### src/rtl/pipes_pkg.sv
// pipes_pkg: shared pipeline types, fetch FSM states and reset PC
package pipes_pkg;
    typedef logic [63:0] word_t;
    typedef logic [31:0] inst_t;
    localparam word_t PCINIT = 64'h8000_0000;
    typedef enum logic [1:0] {FETCH, HOLD, DISCARD} fetch_state_t;
    typedef struct packed {
        logic  valid;
        inst_t instr;
        word_t pc;
    } decode_data_t;
    function automatic word_t align4(input word_t a);
        return {a[63:2], 2'b00};
    endfunction
endpackage

### src/rtl/fetch_skid.sv
// fetch_skid: one-entry buffer catching a response that arrives while decode is stalled
module fetch_skid
    import pipes_pkg::*;
(
    input  logic        clk,
    input  logic        reset,
    input  logic        load,
    input  logic        clear,
    input  logic [31:0] in_instr,
    input  logic [63:0] in_pc,
    output logic        full,
    output logic [31:0] instr,
    output logic [63:0] pc
);
    decode_data_t q;
    assign full  = q.valid;
    assign instr = q.instr;
    assign pc    = q.pc;
    // clear wins over load so a redirect always empties the entry
    always_ff @(posedge clk) begin
        if (reset || clear) q <= '0;
        else if (load) q <= '{1'b1, in_instr, in_pc};
    end
endmodule

### src/rtl/fetch_unit.sv
// fetch_unit: instruction fetch with one-deep skid, redirect and stale-response discard
module fetch_unit
    import pipes_pkg::*;
#(
    parameter word_t PCINIT = pipes_pkg::PCINIT
) (
    input  logic        clk,
    input  logic        reset,
    output logic        ireq_valid,
    output logic [63:0] ireq_addr,
    input  logic        iresp_data_ok,
    input  logic [31:0] iresp_data,
    input  logic        stall,
    input  logic        branch,
    input  logic [63:0] branch_target,
    output logic        valid,
    output logic [31:0] instr,
    output logic [63:0] pc,
    output logic        stopf
);
    fetch_state_t state, state_n;
    word_t        fpc, fpc_n, tgt, tgt_n;
    decode_data_t slot, slot_n;
    logic         skid_load, skid_clear, skid_full, take, pending, wait_resp;
    logic [31:0]  skid_instr;
    word_t        skid_pc;

    assign take       = slot.valid & ~stall;
    assign pending    = state != HOLD;
    assign wait_resp  = pending & ~iresp_data_ok;
    assign ireq_valid = pending & ~reset;
    assign ireq_addr  = fpc;
    assign valid      = slot.valid;
    assign instr      = slot.instr;
    assign pc         = slot.pc;
    assign stopf      = ~slot.valid;

    fetch_skid u_skid (
        .clk     (clk),
        .reset   (reset),
        .load    (skid_load),
        .clear   (skid_clear),
        .in_instr(iresp_data),
        .in_pc   (fpc),
        .full    (skid_full),
        .instr   (skid_instr),
        .pc      (skid_pc)
    );

    // next state: redirect first, then per-state response/handoff handling
    always_comb begin
        state_n    = state;
        fpc_n      = fpc;
        tgt_n      = tgt;
        slot_n     = slot;
        slot_n.valid = slot.valid & ~take;
        skid_load  = 1'b0;
        skid_clear = 1'b0;
        if (branch) begin
            slot_n.valid = 1'b0;
            skid_clear   = 1'b1;
            tgt_n        = align4(branch_target);
            state_n      = wait_resp ? DISCARD : FETCH;
            fpc_n        = wait_resp ? fpc : align4(branch_target);
        end else begin
            case (state)
                FETCH: begin
                    if (iresp_data_ok) begin
                        fpc_n = fpc + 64'd4;
                        if (slot.valid && stall) begin
                            skid_load = 1'b1;
                            state_n   = HOLD;
                        end else begin
                            slot_n = '{1'b1, iresp_data, fpc};
                        end
                    end
                end
                HOLD: begin
                    if (!stall) begin
                        slot_n     = '{skid_full, skid_instr, skid_pc};
                        skid_clear = 1'b1;
                        state_n    = FETCH;
                    end
                end
                DISCARD: begin
                    if (iresp_data_ok) begin
                        fpc_n   = tgt;
                        state_n = FETCH;
                    end
                end
                default: state_n = FETCH;
            endcase
        end
    end

    // state, fetch PC, held redirect target and decode slot registers
    always_ff @(posedge clk) begin
        if (reset) begin
            state <= FETCH;
            fpc   <= PCINIT;
            tgt   <= PCINIT;
            slot  <= '0;
        end else begin
            state <= state_n;
            fpc   <= fpc_n;
            tgt   <= tgt_n;
            slot  <= slot_n;
        end
    end
endmodule

### config.mk
export PLATFORM = sky130hd
export DESIGN_NAME = fetch_unit
export DESIGN_NICKNAME = d
export VERILOG_FILES = /design/src/rtl/pipes_pkg.sv /design/src/rtl/fetch_skid.sv /design/src/rtl/fetch_unit.sv
export SDC_FILE = /design/constraint.sdc
export NUM_CORES = 1
export LEC_CHECK = 0
export BUFFER_PORTS_ARGS = -buffer_cell sky130_fd_sc_hd__clkbuf_2
export CORE_ASPECT_RATIO = 0.9
export CORE_MARGIN = 2
export CORE_UTILIZATION = 60
export CTS_BUF_LIST = sky130_fd_sc_hd__clkbuf_8 sky130_fd_sc_hd__clkbuf_16
export CTS_CLUSTER_DIAMETER = 120
export DETAILED_ROUTE_END_ITERATION = 6
export GPL_ROUTABILITY_DRIVEN = 0
export PLACE_DENSITY = 0.95
export SLEW_MARGIN = 20
export SYNTH_ARGS = -nofsm -noshare
export SYNTH_HDL_FRONTEND = slang
export SYNTH_SLANG_ARGS = --single-unit
### constraint.sdc
create_clock -name clk -period 3.79 [get_ports clk]
set_input_delay 0.5685 -clock clk [delete_from_list [all_inputs] [get_ports clk]]
set_output_delay 0.5685 -clock clk [all_outputs]
set_load 0.05 [all_outputs]
### Word-level counts from Yosys, hierarchy flattened

Index checks and enable logic that the tools add are counted.

* input bits: 101
* logic and storage cells: 63
* output and inout bits: 163
* register bits after elaboration: 322

* multiplexer cells: 23
* reduce and logical (&&, ||, !) cells: 9
* eq/ne operators: 11
* add/sub/neg operators: 1
* bitwise gates (word level): 10

Operator list (number)
* $mux 97: 3
* $mux 64: 4
* $pmux 97 s2: 1
* $pmux 64 s2: 1
* $add 64x3->64 const B: 1
* $mux 2: 6
* $ne 3x3->1 const B: 4
* $ne 2x2->1 const B: 4
* $reduce_and 4->1: 2
* $mux 1: 7
* $not 1->1: 6
* $pmux 2 s3: 1
* $reduce_and 5->1: 1
* $and 1x1->1: 4
* $reduce_bool 3->1: 1
* $eq 2x1->1 const B: 1
* $eq 2x2->1 const B: 1
* $logic_not 2->1: 1
* $ne 2x1->1 const B: 1
* $reduce_bool 2->1: 1
* $reduce_or 2->1: 1
* $logic_and 1x1->1: 1
* $logic_or 1x1->1: 1

### Logic depth before layout (Yosys ltp)

* word-level depth: 7
* gate-level depth with buffers: 9
* mapped depth without buffers: 7

### Hierarchy

From an unflattened synthesis, not the netlist that was laid out.

* cells, all modules: 1669
* area total of the unflattened synthesis: 14236.2 µm²

By module, submodules not included
* fetch_unit: cells each 1355, area each 10797.9 µm², instances 1, sequential area each 4464.3 µm²
* fetch_skid: cells each 314, area each 3438.3 µm², instances 1, sequential area each 1941.9 µm²

### Least setup slack after synthesis

No wires, ideal clock.

* kind: reg2reg
* start point: register fpc[2] (netlist: ireq_addr[2])
* end point: register fpc[50] (netlist: ireq_addr[50])
* arrival: 2545 ps
* library setup time: 122 ps
* cell stages (with the launch flop): 7
* required time: 3668 ps
* buffers on the path: 0
* slack: 1123 ps
* period minus slack after synthesis: 2667 ps
* cells stage by stage: dfxtp_1 > ha_1 > nand2_1 > nor4_4 > nand3_2 > or4_4 > o311a_1

* word-level cells in the longest chain between the ends: 4

Ends and longest elaborated chain
* start: declaration: line fetch_unit.sv:22 `word_t fpc, fpc_n, tgt, tgt_n;`
* start signal: assignment: line fetch_unit.sv:105 `fpc <= fpc_n;`
* $add 64x3->64: line fetch_unit.sv:69 `fpc_n = fpc + 64'd4;`
* $mux 64: line fetch_unit.sv:68 `if (iresp_data_ok) begin`
* $pmux 64 s2: line fetch_unit.sv:66 `case (state)`
* $mux 64: line fetch_unit.sv:59 `if (branch) begin`

No other way between the ends. The select of a mux whose other input is x is not followed.
A chain may end at the register's enable or synchronous reset.

### Worst setup path in the final report

* start point: register fpc[2] (netlist: ireq_addr[2])
* end point: register fpc[56] (netlist: ireq_addr[56])

The elaborated chain is that of the path after synthesis.

==> impl_results.html <==
<table>
<tr><th>Metric</th><th>Value</th></tr>
<tr><th colspan="2">Setup path</th></tr>
<tr><td>Kind of capture point of the worst setup path</td><td>register</td></tr>
<tr><td>FF-to-FF End</td><td>ireq_addr[56]</td></tr>
<tr><td>Reg-to-reg startpoint</td><td>ireq_addr[2]</td></tr>
<tr><td>Launch point of the worst path</td><td>ireq_addr[2]</td></tr>
<tr><td>Crit path kind</td><td>register to register</td></tr>
<tr><td>Req. time, crit path</td><td>between 4 and 5 ns</td></tr>
<tr><td>Reg-to-reg setup timing slack</td><td>1.05 ns</td></tr>
<tr><td>Worst-path maximum fanout</td><td>11</td></tr>
<tr><td>Worst setup SP type</td><td>register</td></tr>
<tr><td>CP Capture Point</td><td>ireq_addr[56]</td></tr>
<tr><td>Worst Path Arrival</td><td>~3.1 ns</td></tr>
<tr><td>Worst reg2reg path depth</td><td>9</td></tr>
<tr><th colspan="2">GRT</th></tr>
<tr><td>Overall global routing resource usage</td><td>34.2%</td></tr>
<tr><td>Pin count of the biggest net entering global routing</td><td>96</td></tr>
<tr><td>Antenna violations before repair</td><td>2</td></tr>
<tr><td>Remaining global-route overflow</td><td>0</td></tr>
<tr><td>Global-route wire length before repair</td><td>69.8 mm</td></tr>
<tr><td>Number of global-route vias before repair</td><td>between 10000 and 15000</td></tr>
<tr><th colspan="2">Logic synthesis</th></tr>
<tr><td>Biggest area contributors in the synthesized netlist</td><td>dfxtp_1 (45%), nand2_1 (7.7%), a21oi_1 (6.6%)</td></tr>
<tr><td>Syn Std Cell Area</td><td>0.0142 sq mm</td></tr>
<tr><td>Most repeated cell in the gate-level netlist after synthesis</td><td>dfxtp_1</td></tr>
<tr><td>Synthesized area per cell</td><td>around 8 sq um</td></tr>
<tr><td>Count of distinct cell types in the synthesized netlist</td><td>69</td></tr>
<tr><td>Sequential-to-total area share from yosys stat</td><td>between 40 and 50%</td></tr>
<tr><td>Fraction of registers with async set or reset after synthesis</td><td>0%</td></tr>
<tr><td>Number of standard cells after synthesis</td><td>1763</td></tr>
<tr><td>Number of synthesized flops with an enable pin</td><td>0</td></tr>
<tr><td>Proportion of netlist area held by the largest area contributor</td><td>44.8%</td></tr>
<tr><td>Most used flip-flop cell after synthesis</td><td>dfxtp_1</td></tr>
<tr><td>Number of storage elements in the synthesis netlist</td><td>between 300 and 400</td></tr>
<tr><td>Synth Warn #</td><td>0</td></tr>
<tr><td>Library cell with the largest summed area after synthesis</td><td>dfxtp_1</td></tr>
<tr><td>Top cell types by occurrence after synthesis</td><td>dfxtp_1 (317), nand2_1 (290), nor2_1 (206), a21oi_1 (187), clkbuf_1 (122)</td></tr>
<tr><th colspan="2">Place</th></tr>
<tr><td>Number of port buffers</td><td>around 260</td></tr>
<tr><td>Post-place setup slack</td><td>0.924 ns</td></tr>
<tr><td>Post-detailed-placement half-perimeter wirelength</td><td>27.8 mm</td></tr>
<tr><th colspan="2">Clocking</th></tr>
<tr><td>Hold-fix buffers, CTS</td><td>0</td></tr>
<tr><td>Cells resized by post-CTS repair</td><td>0</td></tr>
<tr><td>Setup Buffers After CTS</td><td>0</td></tr>
<tr><td>Number of buffers created by CTS</td><td>34</td></tr>
<tr><td>Htree depth</td><td>2</td></tr>
<tr><td>Number of sinks handled by clock tree synthesis</td><td>approximately 320</td></tr>
<tr><td>Worst skew pair latency</td><td>0.51 ns</td></tr>
<tr><td>Max clock buf depth</td><td>3</td></tr>
<tr><td>TritonCTS clock tree</td><td>built</td></tr>
<tr><td>Clk Tree Root Cell</td><td>clkbuf_16</td></tr>
<tr><td>Clock transition at the registers of the reported paths</td><td>0.06 ns</td></tr>
<tr><th colspan="2">Drt</th></tr>
<tr><td>First-pass iteration count of the detailed router</td><td>7</td></tr>
<tr><td>Top Layer Used</td><td>met5</td></tr>
<tr><td>Drc violations</td><td>0</td></tr>
<tr><td>WL met2</td><td>19.3 mm</td></tr>
<tr><td>Number of DRC markers after the initial detailed-route iteration</td><td>2545</td></tr>
<tr><td>Vias per inst</td><td>6.59</td></tr>
<tr><td>Mean routed wirelength per cell</td><td>20.0 microns</td></tr>
<tr><td>Post-Route WL</td><td>44.7 mm</td></tr>
<tr><td>WL met3</td><td>around 6.0 mm</td></tr>
<tr><td>Count of nets left with antenna violations after detail routing</td><td>0</td></tr>
<tr><td>Detailed-route via count</td><td>14700</td></tr>
<tr><td>Post-Route M1 WL</td><td>around 18 mm</td></tr>
<tr><th colspan="2">Die</th></tr>
<tr><td>Overall die area</td><td>0.0248 sq mm</td></tr>
<tr><td>Die Span Y</td><td>150 microns</td></tr>
<tr><td>Initial core utilization</td><td>60.8%</td></tr>
<tr><td>Core Footprint</td><td>0.0233 sq mm</td></tr>
<tr><td>Rows</td><td>53</td></tr>
<tr><td>I/O pins</td><td>264</td></tr>
<tr><td>Die Wd</td><td>166 microns</td></tr>
<tr><th colspan="2">Timing</th></tr>
<tr><td>Unrepaired setup endpoints after global routing</td><td>no</td></tr>
<tr><td>Final Skew</td><td>0.0150 ns</td></tr>
<tr><td>Worst-Margin Slew</td><td>1.13 ns</td></tr>
<tr><td>Total count of hold-check failures in the final report</td><td>0</td></tr>
<tr><td>Tightest slew margin relative to the limit</td><td>24.5%</td></tr>
<tr><td>Setup violations, final</td><td>0</td></tr>
<tr><td>Number of slew-limit violations in the final report</td><td>0</td></tr>
<tr><td>Total Negative Setup Slacks</td><td>0 ns</td></tr>
<tr><td>Min cycle time layout</td><td>2.74 ns</td></tr>
<tr><td>Final hold slack</td><td>0.292 ns</td></tr>
<tr><td>Final critical-path share of the clock period</td><td>around 72%</td></tr>
<tr><td>Setup ws final</td><td>1.05 ns</td></tr>
<tr><td>Highest Clock Rate</td><td>365 MHz</td></tr>
<tr><th colspan="2">Finish</th></tr>
<tr><td>Layout cell share with drive strength beyond 1</td><td>18.8%</td></tr>
<tr><td>Syn-to-layout area delta</td><td>17.0%</td></tr>
<tr><td>Final standard cell utilization of the core</td><td>71.1%</td></tr>
<tr><td>Number of nets in the finished design</td><td>just over 2000</td></tr>
<tr><th colspan="2">Power</th></tr>
<tr><td>Worst supply voltage drop on vdd</td><td>0.361 mV</td></tr>
<tr><td>Leakage power</td><td>0.00638 uW</td></tr>
<tr><td>Power per cell area</td><td>505 mW/mm^2</td></tr>
<tr><th colspan="2">Flow run</th></tr>
<tr><td>Max-capacitance violation count</td><td>0</td></tr>
<tr><th colspan="2">Worst hold path</th></tr>
<tr><td>Worst hold path type</td><td>input port to register</td></tr>
<tr><th colspan="2">Run status</th></tr>
<tr><td>Outcome</td><td>finished, final reports clean</td></tr>
</table>
kinds of logic (layout without fill, tap and decap cells):
logic type / count (synthesis) / count (layout) / synth area share [%]
AO/OA/AOI/OAI: 462 / 462 / 21.7
flip-flops: 317 / 317 / 44.8
other: 1 / 3 / 0.0265
multiplexers: 48 / 48 / 3.39
buffers and inverters: 188 / 358 / 5.83
XOR/XNOR: 19 / 19 / 1.18
AND/OR/NAND/NOR: 727 / 727 / 22.9
adder cells (fa/ha/maj): 1 / 1 / 0.0884
metal layers:
layer,track usage [%],vias to the layer above
met2,50.9,1056
met5,0,-
li1,-,6609
met3,8.70,179
met4,14.3,2
met1,47.3,6889
worst max-delay path, stage by stage, from the launching register on:
cell and delay, ns:
dfxtp_1 0.58, ha_1 0.29, nand2_1 0.15, nor4_4 0.29, buf_4 0.22, nand4_1 0.11, buf_4 0.23, nor2_1 0.33
mux2i_1 0.28, a311oi_1 0.11
power breakdown:
part / switching [uW] / leakage [uW] / internal (uW)
sequential: 185 / 0.00259 / 3480
clock: 1360 / 0.000602 / 2120
combinational: 885 / 0.00319 / 342
total: 2430 / 0.00638 / 5940
state kept, by name (all words and copies together) (netlist names), 2 cells and up:
| register | flops |
|---|---|
| ireq_addr | 62 |
| u_skid.pc | 62 |
| instr | 32 |
| tgt | 62 |
| state | 2 |
| u_skid.instr | 32 |
| pc | 63 |
how the worst min path moves through the flow:
stage,start,end,cells past startpoint
finish,iresp_data[24],u_skid.instr[24],3
global route,iresp_data[21],u_skid.instr[21],3
CTS,iresp_data[24],u_skid.instr[24],3
detailed placement,tgt[63],tgt[63],2
global placement,tgt[63],tgt[63],2
floorplan,tgt[63],tgt[63],2
cell type report:
class                   instances  area, sq um
repair buffers                285         1570
clock buffers                  40          945
inverters                      14         52.6
fillers                      1748         6720
clock inverters                19          220
flip-flops and latches        317         6350
well taps                     302          378
multi-input cells            1259         7040
diodes                          1         2.50
metrics by stage:
| stage | cells | total power, uW | area (sq um) |
|---|---|---|---|
| 5_1_grt | 2236 | 8600 | 16600 |
| 6_report | 2237 | 8370 | 16600 |
| 3_3_place_gp | 2176 | 4890 | 15400 |
| 4_1_cts | 2235 | 8340 | 16500 |
| 2_1_floorplan | 1764 | 4570 | 14200 |
| 3_5_place_dp | 2176 | 4930 | 15400 |
cell usage in the layout, fill, tap and decap left out, types with 5 or more instances in the layout:
cell,netlist,layout
a211oi_1,18,18
a21o_1,10,10
a21oi_1,187,187
a221oi_1,100,100
a22o_1,5,5
a22oi_1,17,17
a311oi_1,7,7
a31oi_1,11,11
and3_1,11,11
buf_4,8,22
bufinv_16,0,5
clkbuf_16,0,35
clkbuf_2,0,257
clkbuf_8,2,5
clkinv_2,0,6
dfxtp_1,317,317
inv_1,14,20
mux2i_1,48,48
nand2_1,290,289
nand2b_1,5,5
nand3_1,28,28
nand4_1,25,25
nor2_1,206,206
nor2b_1,5,5
nor3_1,117,116
nor4_1,10,10
o211ai_1,6,6
o21ai_0,42,42
o221ai_1,11,11
o22ai_1,11,10
o31ai_1,6,6
xnor2_1,13,13
xor2_1,6,6
Power figures use the tool's default switching activity.
